### src/rtl/mac_pkg.sv
// ---------------------------------------------------------------------------
// mac_pkg
// Shared definitions for the dot-product sequencer (mac_dot_seq) and its
// valid-pipe helper (mac_vld_pipe).
//   mac_state_e  : sequencer states IDLE / ISSUE / DRAIN / DONE
//   MAC_PIPE_LAT : cycles from an SRAM read strobe to the matching
//                  accumulate enable (SRAM read, operand reg, product reg)
//   PSUM_W       : MAC accumulator width
//   OPND_W       : MAC operand width
// ---------------------------------------------------------------------------
package mac_pkg;

    typedef enum logic [1:0] {
        IDLE  = 2'd0,
        ISSUE = 2'd1,
        DRAIN = 2'd2,
        DONE  = 2'd3
    } mac_state_e;

    localparam int MAC_PIPE_LAT = 3;
    localparam int PSUM_W       = 65;
    localparam int OPND_W       = 32;

endpackage : mac_pkg

### src/rtl/mac_vld_pipe.sv
// ---------------------------------------------------------------------------
// mac_vld_pipe
// Valid-bit shift register that tracks issued SRAM reads through the MAC
// pipeline so that the accumulate enable lines up with the product register.
// Ports:
//   clk, reset_n : clock, async active-low reset
//   vld_in       : read strobe entering the pipe this cycle
//   flush        : synchronous clear of every stage (command abort)
//   vld_out      : last stage, drives the MAC accumulate enable
//   pipe_empty   : no valid entry behind the output stage, i.e. the pipe is
//                  empty once the output stage (if any) retires this cycle
// ---------------------------------------------------------------------------
module mac_vld_pipe
    import mac_pkg::*;
#(
    parameter int DEPTH = MAC_PIPE_LAT
) (
    input  logic clk,
    input  logic reset_n,
    input  logic vld_in,
    input  logic flush,
    output logic vld_out,
    output logic pipe_empty
);

    logic [DEPTH-1:0] vld_q;
    logic [DEPTH-1:0] vld_d;

    // Next-state of the shift register: shift in the read strobe or flush.
    always_comb begin
        vld_d = vld_q;
        if (flush) begin
            vld_d = {DEPTH{1'b0}};
        end else begin
            vld_d = {vld_q[DEPTH-2:0], vld_in};
        end
    end

    // Valid-pipe state register.
    always_ff @(posedge clk or negedge reset_n) begin
        if (!reset_n) begin
            vld_q <= {DEPTH{1'b0}};
        end else begin
            vld_q <= vld_d;
        end
    end

    assign vld_out    = vld_q[DEPTH-1];
    // Looking only behind the output stage lets the sequencer leave DRAIN in
    // the same cycle the final accumulate happens, so DONE sees the full sum.
    assign pipe_empty = ~(|vld_q[DEPTH-2:0]);

endmodule : mac_vld_pipe

### src/rtl/mac_dot_seq.sv
// ---------------------------------------------------------------------------
// mac_dot_seq
// Sequences one dot product of two length-N 32-bit vectors through an
// external 2-stage MAC (operand reg, product reg, 65-bit accumulator).
// Operands come from two synchronous SRAM ports with 1-cycle read latency.
// Optional build macro: MAC_DOT_SEQ_PERF_EN adds stall_cnt / cmd_cycles.
// Ports:
//   clk, reset_n            clock, async active-low reset
//   start, base_a, base_b,  command strobe (IDLE only), start addresses,
//   len                     element count N
//   abort                   abandon the running command
//   mem_ready               both SRAM ports accept a read this cycle
//   rd_en, rd_addr_a/b      SRAM read strobe and addresses
//   rd_data_a/b             SRAM read data, valid cycle after rd_en
//   mac_a, mac_b            MAC operands (pass-through of read data)
//   mac_clear, mac_next     MAC accumulator clear / accumulate enable
//   mac_psum                MAC accumulator value
//   busy, done, result      status, completion pulse, captured sum
//   stall_cnt, cmd_cycles   (MAC_DOT_SEQ_PERF_EN only) perf counters
// ---------------------------------------------------------------------------
module mac_dot_seq
    import mac_pkg::*;
#(
    parameter int AW    = 10,
    parameter int LEN_W = 16
) (
    input  logic              clk,
    input  logic              reset_n,
    input  logic              start,
    input  logic [AW-1:0]     base_a,
    input  logic [AW-1:0]     base_b,
    input  logic [LEN_W-1:0]  len,
    input  logic              abort,
    input  logic              mem_ready,
    output logic              rd_en,
    output logic [AW-1:0]     rd_addr_a,
    output logic [AW-1:0]     rd_addr_b,
    input  logic [OPND_W-1:0] rd_data_a,
    input  logic [OPND_W-1:0] rd_data_b,
    output logic [OPND_W-1:0] mac_a,
    output logic [OPND_W-1:0] mac_b,
    output logic              mac_clear,
    output logic              mac_next,
    input  logic [PSUM_W-1:0] mac_psum,
    output logic              busy,
    output logic              done,
    output logic [PSUM_W-1:0] result
`ifdef MAC_DOT_SEQ_PERF_EN
    ,
    output logic [LEN_W+7:0]  stall_cnt,
    output logic [31:0]       cmd_cycles
`endif
);

    localparam logic [LEN_W-1:0] LEN_ZERO = {LEN_W{1'b0}};
    localparam logic [LEN_W-1:0] LEN_ONE  = LEN_W'(1);
    localparam logic [AW-1:0]    ADDR_ONE = AW'(1);

    mac_state_e          state_q, state_d;
    logic [AW-1:0]       addr_a_q, addr_a_d;
    logic [AW-1:0]       addr_b_q, addr_b_d;
    logic [LEN_W-1:0]    rem_q, rem_d;
    logic [PSUM_W-1:0]   result_q, result_d;
    logic                flush;
    logic                vld_out;
    logic                pipe_empty;

    // Sequencer next-state, address/count update and control strobes.
    always_comb begin
        state_d   = state_q;
        addr_a_d  = addr_a_q;
        addr_b_d  = addr_b_q;
        rem_d     = rem_q;
        result_d  = result_q;
        rd_en     = 1'b0;
        mac_clear = 1'b0;
        done      = 1'b0;
        flush     = 1'b0;
        case (state_q)
            IDLE: begin
                // abort has no meaning here; start always wins.
                if (start) begin
                    mac_clear = 1'b1;
                    addr_a_d  = base_a;
                    addr_b_d  = base_b;
                    rem_d     = len;
                    if (len == LEN_ZERO) begin
                        state_d = DONE;
                    end else begin
                        state_d = ISSUE;
                    end
                end else begin
                    state_d = IDLE;
                end
            end
            ISSUE: begin
                if (abort) begin
                    flush   = 1'b1;
                    state_d = IDLE;
                end else if (mem_ready) begin
                    rd_en    = 1'b1;
                    // Addresses wrap naturally at 2^AW.
                    addr_a_d = addr_a_q + ADDR_ONE;
                    addr_b_d = addr_b_q + ADDR_ONE;
                    rem_d    = rem_q - LEN_ONE;
                    if (rem_q == LEN_ONE) begin
                        state_d = DRAIN;
                    end else begin
                        state_d = ISSUE;
                    end
                end else begin
                    // Stall: a bubble enters the valid pipe.
                    state_d = ISSUE;
                end
            end
            DRAIN: begin
                if (abort) begin
                    flush   = 1'b1;
                    state_d = IDLE;
                end else if (pipe_empty) begin
                    state_d = DONE;
                end else begin
                    state_d = DRAIN;
                end
            end
            DONE: begin
                if (abort) begin
                    flush   = 1'b1;
                    state_d = IDLE;
                end else begin
                    done     = 1'b1;
                    result_d = mac_psum;
                    state_d  = IDLE;
                end
            end
            default: begin
                flush   = 1'b1;
                state_d = IDLE;
            end
        endcase
    end

    // Sequencer state registers.
    always_ff @(posedge clk or negedge reset_n) begin
        if (!reset_n) begin
            state_q  <= IDLE;
            addr_a_q <= {AW{1'b0}};
            addr_b_q <= {AW{1'b0}};
            rem_q    <= LEN_ZERO;
            result_q <= {PSUM_W{1'b0}};
        end else begin
            state_q  <= state_d;
            addr_a_q <= addr_a_d;
            addr_b_q <= addr_b_d;
            rem_q    <= rem_d;
            result_q <= result_d;
        end
    end

    mac_vld_pipe #(
        .DEPTH (MAC_PIPE_LAT)
    ) u_vld_pipe (
        .clk        (clk),
        .reset_n    (reset_n),
        .vld_in     (rd_en),
        .flush      (flush),
        .vld_out    (vld_out),
        .pipe_empty (pipe_empty)
    );

    // The last pipe stage may still be set in the abort cycle; kill it so no
    // partial accumulate happens. mac_clear only fires in IDLE, where the
    // pipe is always empty, so clear and next are mutually exclusive.
    assign mac_next  = vld_out & ~flush;
    assign mac_a     = rd_data_a;
    assign mac_b     = rd_data_b;
    assign rd_addr_a = addr_a_q;
    assign rd_addr_b = addr_b_q;
    assign busy      = (state_q != IDLE);
    assign result    = result_q;

`ifdef MAC_DOT_SEQ_PERF_EN
    logic [LEN_W+7:0] stall_cnt_q, stall_cnt_d;
    logic [31:0]      cmd_cycles_q, cmd_cycles_d;

    // Perf counters: restart on accept, count while active, freeze on abort.
    always_comb begin
        stall_cnt_d  = stall_cnt_q;
        cmd_cycles_d = cmd_cycles_q;
        if ((state_q == IDLE) && start) begin
            stall_cnt_d  = {(LEN_W+8){1'b0}};
            cmd_cycles_d = 32'd1;   // the accept cycle itself counts
        end else if ((state_q != IDLE) && !abort) begin
            cmd_cycles_d = cmd_cycles_q + 32'd1;
            if ((state_q == ISSUE) && !mem_ready && (stall_cnt_q != {(LEN_W+8){1'b1}})) begin
                stall_cnt_d = stall_cnt_q + {{(LEN_W+7){1'b0}}, 1'b1};
            end else begin
                stall_cnt_d = stall_cnt_q;
            end
        end else begin
            stall_cnt_d  = stall_cnt_q;
            cmd_cycles_d = cmd_cycles_q;
        end
    end

    // Perf counter registers.
    always_ff @(posedge clk or negedge reset_n) begin
        if (!reset_n) begin
            stall_cnt_q  <= {(LEN_W+8){1'b0}};
            cmd_cycles_q <= 32'd0;
        end else begin
            stall_cnt_q  <= stall_cnt_d;
            cmd_cycles_q <= cmd_cycles_d;
        end
    end

    assign stall_cnt  = stall_cnt_q;
    assign cmd_cycles = cmd_cycles_q;
`else
    // Perf counters not built.
`endif

endmodule : mac_dot_seq
### config.mk
export PLATFORM = sky130hd
export DESIGN_NAME = mac_dot_seq
export DESIGN_NICKNAME = d
export VERILOG_FILES = /design/src/rtl/mac_pkg.sv /design/src/rtl/mac_vld_pipe.sv /design/src/rtl/mac_dot_seq.sv
export SDC_FILE = /design/constraint.sdc
export NUM_CORES = 1
export LEC_CHECK = 0
export ABC_AREA = 1
export CORE_AREA = 2 2 129 131
export CTS_BUF_LIST = sky130_fd_sc_hd__clkbuf_8
export DETAILED_ROUTE_END_ITERATION = 7
export DIE_AREA = 0 0 131 133
export GPL_TIMING_DRIVEN = 1
export HOLD_SLACK_MARGIN = 0.05
export PLACE_DENSITY = 0.84
export REMOVE_ABC_BUFFERS = 1
export SYNTH_ARGS = -nofsm -noshare
export SYNTH_HDL_FRONTEND = slang
export SYNTH_SLANG_ARGS = --single-unit
### constraint.sdc
create_clock -name clk -period 1.3 [get_ports clk]
set_input_delay 0.26 -clock clk [delete_from_list [all_inputs] [get_ports clk]]
set_output_delay 0.26 -clock clk [all_outputs]
set_load 0.03 [all_outputs]
== Word-level counts from Yosys, hierarchy flattened ==
Cells that the tools add are included.

* Bits in registers: 106
* Input bits: 170
* Output and inout bits: 154
* Logic and storage cells: 57

* $add $sub $neg: 3
* Eq/ne operators: 7
* Muxes and demuxes: 30
* Bitwise logic cells: 3
* Reductions and logical operators: 8

{| class="wikitable"
|+ Operators by type and width
! kind !! count
|-
| $mux 10 || 6
|-
| $mux 16 || 3
|-
| $pmux 10 s2 || 2
|-
| $pmux 16 s2 || 1
|-
| $add 10x1->10 const B || 2
|-
| $eq 16x1->1 const B || 1
|-
| $logic_not 16->1 || 1
|-
| $sub 16x1->16 const B || 1
|-
| $mux 2 || 6
|-
| $mux 1 || 10
|-
| $pmux 2 s4 || 1
|-
| $ne 2x2->1 const B || 3
|-
| $eq 2x2->1 const B || 2
|-
| $reduce_and 4->1 || 1
|-
| $reduce_bool 2->1 || 2
|-
| $mux 3 || 1
|-
| $reduce_or 3->1 || 1
|-
| $eq 2x1->1 const B || 1
|-
| $logic_not 2->1 || 1
|-
| $not 1->1 || 2
|-
| $reduce_and 2->1 || 1
|-
| $reduce_or 2->1 || 1
|-
| $and 1x1->1 || 1
|}

== Logic depth before layout (Yosys ltp) ==
Gate-level depths: netlist (run 1).

* Depth after elaboration: 5
* Gate-level depth with buffers: 11

== Hierarchy ==
A second synthesis (run 1) with hierarchy kept.

* Cells, all modules: 772
* Area total of the unflattened synthesis: 5,667.9 sq um

{| class="wikitable"
|+ By module, submodules not included
! module !! instances !! cells each !! area an instance (sq um)
|-
| mac_dot_seq || 1 || 762 || 5,566.6
|-
| mac_vld_pipe || 1 || 10 || 101.3
|}

== Worst setup path before layout (run 1) ==
Ideal clock, no wire load.

* Path kind: register to register
* From: register state_q[0]
* To: register addr_b_q[5] (netlist: rd_addr_b[5])
* Arrival: 1,516 ps
* Required time: 1,173 ps
* Slack: -342 ps
* Cell stages (with the launch flop): 8
* Path through: dfrtp_1 > inv_1 > nand2_1 > nor2_2 > nor2_4 > buf_4 > a21oi_1 > a21oi_1

* Cells in the longest elaborated chain, start to end: 3
* Elaborated cells between the ends (all ways): 8

{| class="wikitable"
|+ RTL lines
! element !! line !! RTL
|-
| start, declared || mac_dot_seq.sv:59 || <nowiki>mac_state_e state_q, state_d;</nowiki>
|-
| start signal, assigned || mac_dot_seq.sv:152 || <nowiki>state_q <= state_d;</nowiki>
|-
| $eq 2x1->1 / $logic_not 2->1 (equally long branches) || mac_dot_seq.sv:79 || <nowiki>case (state_q)</nowiki>
|-
| $ne 2x2->1 (no source line) / $reduce_bool 2->1 (equally long branches) || - ||
|-
| $reduce_and 4->1 (no source line) || - ||
|-
| end signal, assigned || mac_dot_seq.sv:148 || <nowiki>addr_b_q <= {AW{1'b0}};</nowiki>
|-
| end signal, assigned || mac_dot_seq.sv:154 || <nowiki>addr_b_q <= addr_b_d;</nowiki>
|-
| end, declared || mac_dot_seq.sv:61 || <nowiki>logic [AW-1:0] addr_b_q, addr_b_d;</nowiki>
|}

Parallel ways exist; a longest one is shown, timed or not.
A chain may end at the register's enable or synchronous reset.

== Worst setup path in the final report (run 1) ==
* From: register state_q[0]
* To: output port done

* Cells in the longest elaborated chain, start to end: 2

{| class="wikitable"
|+ RTL lines
! element !! line !! RTL
|-
| $eq 2x2->1 || mac_dot_seq.sv:79 ||
|-
| $mux 1 || mac_dot_seq.sv:79 ||
|-
| end, declared || mac_dot_seq.sv:46 || <nowiki>output logic done,</nowiki>
|}

Every way passes these cells.

==> reports/qor.csv, run 1 <==
metric;value;unit
outcome;complete, but fails checks;
violations;negative setup slack;
worstSetupPathType;reg2out;
startpoint_type;flop;
grt_overflow;0;
path_max_fanout;3;
fin_crit_sh;134;%
fin_hold_ws;0.280;ns
antenna_left;0;
gp_congestion;0.899;
use_met1;29.2;%
grt_max_degree;44;
yosys-top-cells-area;dfrtp_1 47%, nand2_1 22%, buf_4 9.4%;
p_leak;5.09;nW
cp.arrival;1.49;ns
fp.dieW;131;µm
first_pass_iters;5;
p_comb_share;48.7;%
fin_total_pwr;13.3;mW
syn_avg_cell_area;7.42;µm²
coreArea;16200;µm²
final_nets;1197;
drive_above_1_share;41.1;%
p_clk_share;17.2;%
cts_made_buffers;9;
setup_slack;-0.447;ns
required;1.04;ns
peakVddDrop;0.563;mV
worstMarginPinSlew;0.282;ns
grt_pass1_vias;5773;
p_sw;5.27;mW
p_per_area;1320;nW/µm²
htree_levels;3;
grt_pass1_wl;32900;µm
synthDominantCellAreaShare;46.6;%
netlist_area;5700;µm²
slew-limit-headroom;81.1;%
synthArstFlopShare;100;%
hold_class;in2async;
rsz0062_at_grt;yes;
wl_per_cell;20.9;µm
clk_root_buffer_cell;clkbuf_8;
ios;324;
yosys.cell_types.count;30;
dp_slack;-0.436;ns
syn_to_final_growth;77.2;%
clk_pin_slew;0.11;ns
rows;47;
drc_errors;0;
endpoint_kind;primary output;
synthCells;768;
power.share.switching;39.7;%
first_iter_violations;388;
initial_core_util;35.2;%
yosysTopAreaCell;dfrtp_1;
cts_buffer_depth;2;
finClkSkew;0.00947;ns
synth-edff-count;0;
p_seq_share;34.1;%
worstSkewPairLatency;0.39;ns
antenna_cells;0;
avgViaCountPerCell;5.03;
chipHeight;133;µm
yosysWarnings;0;
synth_seq_cells;106;
antenna_found_initial;0;
slew_viol_final;0;
yosysMostFrequentCell;nand2_1;
p_int;8.02;mW
hold_violations;0;
timing.fmax;0.572;GHz
min_period;1.75;ns
dp.cells;1168;
grt.met2_usage;36.9;%
grt_usage;25.7;%
top_usage_layer;met2;
fin_cells;1248;
wirelength;26000;µm
synthFlopType;dfrtp_1;
hpwl;16700;µm
setup_violations;113;
clock_sinks;106;
synth_common_cells;332 x nand2_1, 106 x dfrtp_1, 71 x buf_4, 66 x nor2_1, 50 x inv_1;
die-area;17400;µm²
route.vias.total;6274;
cts_tree;done;
seq_area_frac_synth;46.6;%
grt_use_met3;19.3;%
drv_cap;0;
io_buffers;195;
## kinds of logic after synthesis
logic type | after synthesis | share of synthesized area, %
flip-flops | 106 | 46.6
XOR/XNOR | 1 | 0.154
AO/OA/AOI/OAI | 66 | 6.09
AND/OR/NAND/NOR | 444 | 31.1
adder cells (fa/ha/maj) | 4 | 0.879
buffers and inverters | 147 | 15.2
## layout make-up
cell class | instances | area (µm²)
Timing Repair Buffer | 338 | 3890
Tap cell | 220 | 275
Sequential cell | 106 | 2660
Multi-Input combinational cell | 515 | 2820
Clock inverter | 6 | 78.8
Inverter | 53 | 225
Fill cell | 1243 | 6080
Clock buffer | 10 | 138
## worst max-delay path: stages (launching register included)
cell and delay, ns:
dfrtp_1 0.38, buf_6 0.12, inv_4 0.03, buf_6 0.11, nor3_4 0.20, buf_12 0.14
buf_8 0.12
## power by group through the flow
stage	Sequential, mW	Combinational, mW	Clock (mW)
2_1_floorplan	5.22	1.56	0
3_3_place_gp	4.48	4.88	0
3_5_place_dp	4.50	5.01	0
4_1_cts	4.47	5.79	2.31
5_1_grt	4.60	6.85	2.44
6_report	4.53	6.47	2.29
## flip-flops by register name, summed over array words and instances (netlist names)
register,cells
rd_addr_a,10
rd_addr_b,10
rem_q,16
result,65
state_q,2
u_vld_pipe.vld_q,3
## placed cells by master, fill, tap and decap left out, types with 4 or more instances in the layout
cell type,count
nor2_2,12
clkdlybuf4s50_1,104
o21ai_2,7
nand2_4,25
nor2_1,51
buf_2,27
nand4_1,5
nand3_1,24
a21oi_1,7
o21ai_0,12
a21oi_2,15
dfrtp_1,101
nand2_2,81
buf_8,15
clkbuf_8,10
nand2_1,227
nor3_4,4
buf_4,89
inv_2,4
nor2_4,6
clkbuf_16,13
buf_12,44
buf_6,39
o21ai_1,14
buf_16,5
inv_1,46
dfrtp_2,5
## metal layers
metal | vias to the layer above | wire [µm]
met2 | 435 | 11500
met4 | 4 | 870
met3 | 67 | 4150
li1 | 2814 | -
met1 | 2954 | 9370
met5 | - | 147
## what timing repair did
action | CTS | global route
hold buffers | 1 | 0
hold endpoints to repair | 106 | 0
pin swaps | 14 | 76
cloned | 9 | 18
setup buffers | 19 | 22
resized for setup | 236 | 204
setup endpoints to repair | 145 | 118
## worst paths after layout
path,from,to,slack [ns],cells after the start
setup / recovery,state_q[0],done,-0.45,6
hold / removal,reset_n,rem_q[1],0.28,2
setup reg to reg,state_q[0],result[19],-0.38,11
hold reg to reg,result[62],result[62],0.49,2
max in group asynchronous,reset_n,rd_addr_b[8],0.54,3
min in group clk,mac_psum[62],result[62],0.40,3
## metrics by stage
step	utilization, %	setup TNS (ns)	cell area [µm²]
after floorplan	-	-214.07	5030
final	62.4	-31.81	10100
after CTS	55.0	-30.38	8900
after detailed placement	50.1	-37.98	8100
after global routing	62.4	-38.37	10100
after global placement	50.1	-36.25	8100
No activity file was read; power rests on OpenSTA's default activity.
==> run 2: changes to the inputs <==
Settings changed: ABC_AREA 1 to unset, CORE_AREA 2 2 129 131 to 2 2 128 130, CTS_CLUSTER_DIAMETER set to 30, DIE_AREA 0 0 131 133 to 0 0 130 132, PLACE_DENSITY 0.84 to 0.83.
==> reports/qor.csv, run 2 <==
metric;value;unit
timing.fmax;0.548;GHz
clk_pin_slew;0.11;ns
p_per_area;1250;nW/µm²
critical_path.startpoint;state_q[0];
antenna_found_initial;0;
grt_max_degree;41;
synthCells;635;
dp_slack;-0.624;ns
gp_congestion;0.838;
cts_tree;done;
final_cell_mix;121 x buf_4, 105 x nand2_2, 103 x clkdlybuf4s50_1, 98 x dfrtp_1, 95 x nand2_1;
startpoint_type;flop;
antenna_cells;0;
worstMarginPinSlew;0.398;ns
antenna_left;0;
p_seq_share;35.0;%
synth_common_cells;220 x nand2_1, 106 x dfrtp_1, 64 x buf_4, 29 x a21oi_1, 25 x nor2_1;
avgViaCountPerCell;5.42;
hold_class;in2async;
drive_above_1_share;50.9;%
yosysWarnings;0;
setup_violations;117;
final_common_cell;buf_4;
first_pass_iters;5;
first_iter_violations;389;
wirelength;26400;µm
syn_avg_cell_area;8.50;µm²
fp.dieW;130;µm
cts_made_buffers;9;
rsz0062_at_grt;yes;
synthArstFlopShare;100;%
cts_buffer_depth;2;
route.vias.total;6102;
placed_area;7870;µm²
setup_slack;-0.525;ns
fin_area;10000;µm²
crit_path_top_delay_cell;dfrtp_1;
yosys.cell_types.count;49;
min_period;1.83;ns
yosys-top-cells-area;dfrtp_1 49%, nand2_1 15%, buf_4 8.9%;
finClkSkew;0.0162;ns
final_core_util;63.7;%
synth_seq_cells;106;
p_leak;4.66;nW
htree_levels;3;
netlist_area;5400;µm²
p_comb_share;47.3;%
clk_root_buffer_cell;clkbuf_8;
wl_per_cell;23.5;µm
rr_startpoint;state_q[0];
fillerInstances;1149;
path_max_fanout;10;
path_buf_inv;4;
critPathTopFamily;buffers and inverters;
power.share.switching;37.5;%
initial_core_util;34.4;%
drc_errors;0;
path_depth;7;
final_nets;1079;
fin_crit_sh;140;%
ios;324;
fin_hold_ws;0.325;ns
synthFlopType;dfrtp_1;
seq_area_frac_synth;49.1;%
grt_overflow;0;
endpoint_kind;flop;
p_int;7.80;mW
grt_pass1_wl;37100;µm
required;1.55;ns
clock_sinks;106;
rows;46;
slew-limit-headroom;73.3;%
coreArea;15700;µm²
cp.arrival;2.08;ns
die-area;17200;µm²
worstSkewPairLatency;0.39;ns
violations;negative setup slack;
worstSetupPathType;reg2reg;
grt_pass1_vias;6164;
worstPathCellList;buf_6 > buf_4 > nor2b_4 > buf_12 > bufbuf_16 > o21ai_0 > a21oi_2;
worstRegToRegCells;7;
critical_path.max_stage_delay;0.44;ns
chipHeight;132;µm
drv_cap;0;
p_sw;4.67;mW
synth-edff-count;0;
syn_to_final_growth;85.4;%
yosysTopAreaCell;dfrtp_1;
outcome;complete, but fails checks;
synthDominantCellAreaShare;49.1;%
grt_usage;29.1;%
io_buffers;195;
p_clk_share;17.6;%
peakVddDrop;0.634;mV
slew_viol_final;0;
hpwl;16100;µm
hold_violations;0;
yosysMostFrequentCell;nand2_1;
largest_reg_flops;65;
==> run 2: changes by cell type in the layout (fill, tap and decap cells not counted), sizes merged, moves of 8 or more <==
| cell | before | now |
|---|---|---|
| a2bb2oi | 0 | 8 |
| buf | 219 | 243 |
| clkbuf | 23 | 15 |
| inv | 57 | 9 |
| nand2 | 333 | 220 |
| nor2 | 70 | 26 |
| nor4 | 0 | 8 |
| o21ai | 34 | 19 |
| o22ai | 4 | 12 |
==> run 2: what timing repair did <==
item	CTS	global route
hold endpoints to repair	18	0
pin swaps	106	60
gates cloned	22	5
setup endpoints to repair	147	124
setup buffers	35	13
resized for setup	311	162
hold buffers	1	0
==> run 2: logic make-up (layout without fill, tap and decap cells) <==
logic type | count (synthesis) | count (layout) | synth area share [%]
AND/OR/NAND/NOR | 323 | 324 | 26.4
AO/OA/AOI/OAI | 98 | 98 | 11.7
buffers and inverters | 103 | 377 | 11.7
adder cells (fa/ha/maj) | 4 | 4 | 0.927
flip-flops | 106 | 106 | 49.1
XOR/XNOR | 1 | 1 | 0.162
==> run 2: worst paths after layout <==
check,to,slack (ns)
worst max-delay path,rd_addr_a[2],-0.53
worst min-delay path,rem_q[9],0.32
worst max register to register,rd_addr_a[2],-0.53
worst min register to register,result[6],0.49
max in group asynchronous,result[64],0.46
min in group clk,u_vld_pipe.vld_q[0],0.33
==> run 2: area by class of cell <==
cell class / count / area (µm²) / area share [%]
repair buffers: 356 / 3980 / 39.7
inverters: 5 / 18.8 / 0.188
clock inverters: 7 / 77.6 / 0.775
well taps: 216 / 270 / 2.70
clock buffers: 9 / 124 / 1.24
multi-input cells: 427 / 2880 / 28.7
flip-flops and latches: 106 / 2660 / 26.6
==> run 2: layer usage <==
layer  wire length, µm  track usage [%]  share of wire [%]  up-vias
met5               172             12.6               0.65        -
met4               667             7.83                2.5        4
met3              3650             17.4                 14       57
met2             11900             43.8                 45      445
met1             10000             34.2                 38     2971
li1                  -                -                  -     2625
==> run 2: power by group through the flow <==
stage	registers [mW]	logic, mW	clock network (mW)
after global placement	4.26	4.26	0
after detailed placement	4.28	4.37	0
final	4.37	5.90	2.20
after floorplan	4.95	1.19	0
after global routing	4.42	6.20	2.37
after CTS	4.25	5.32	2.21
==> run 2: per-stage QoR <==
step           power [mW]  setup TNS [ns]  instances
4_1_cts              11.8          -30.35       1117
2_1_floorplan        6.14         -188.87        537
6_report             12.5          -38.10       1126
5_1_grt              13.0          -42.28       1126
3_3_place_gp         8.52          -45.35       1044
3_5_place_dp         8.65          -47.59       1044
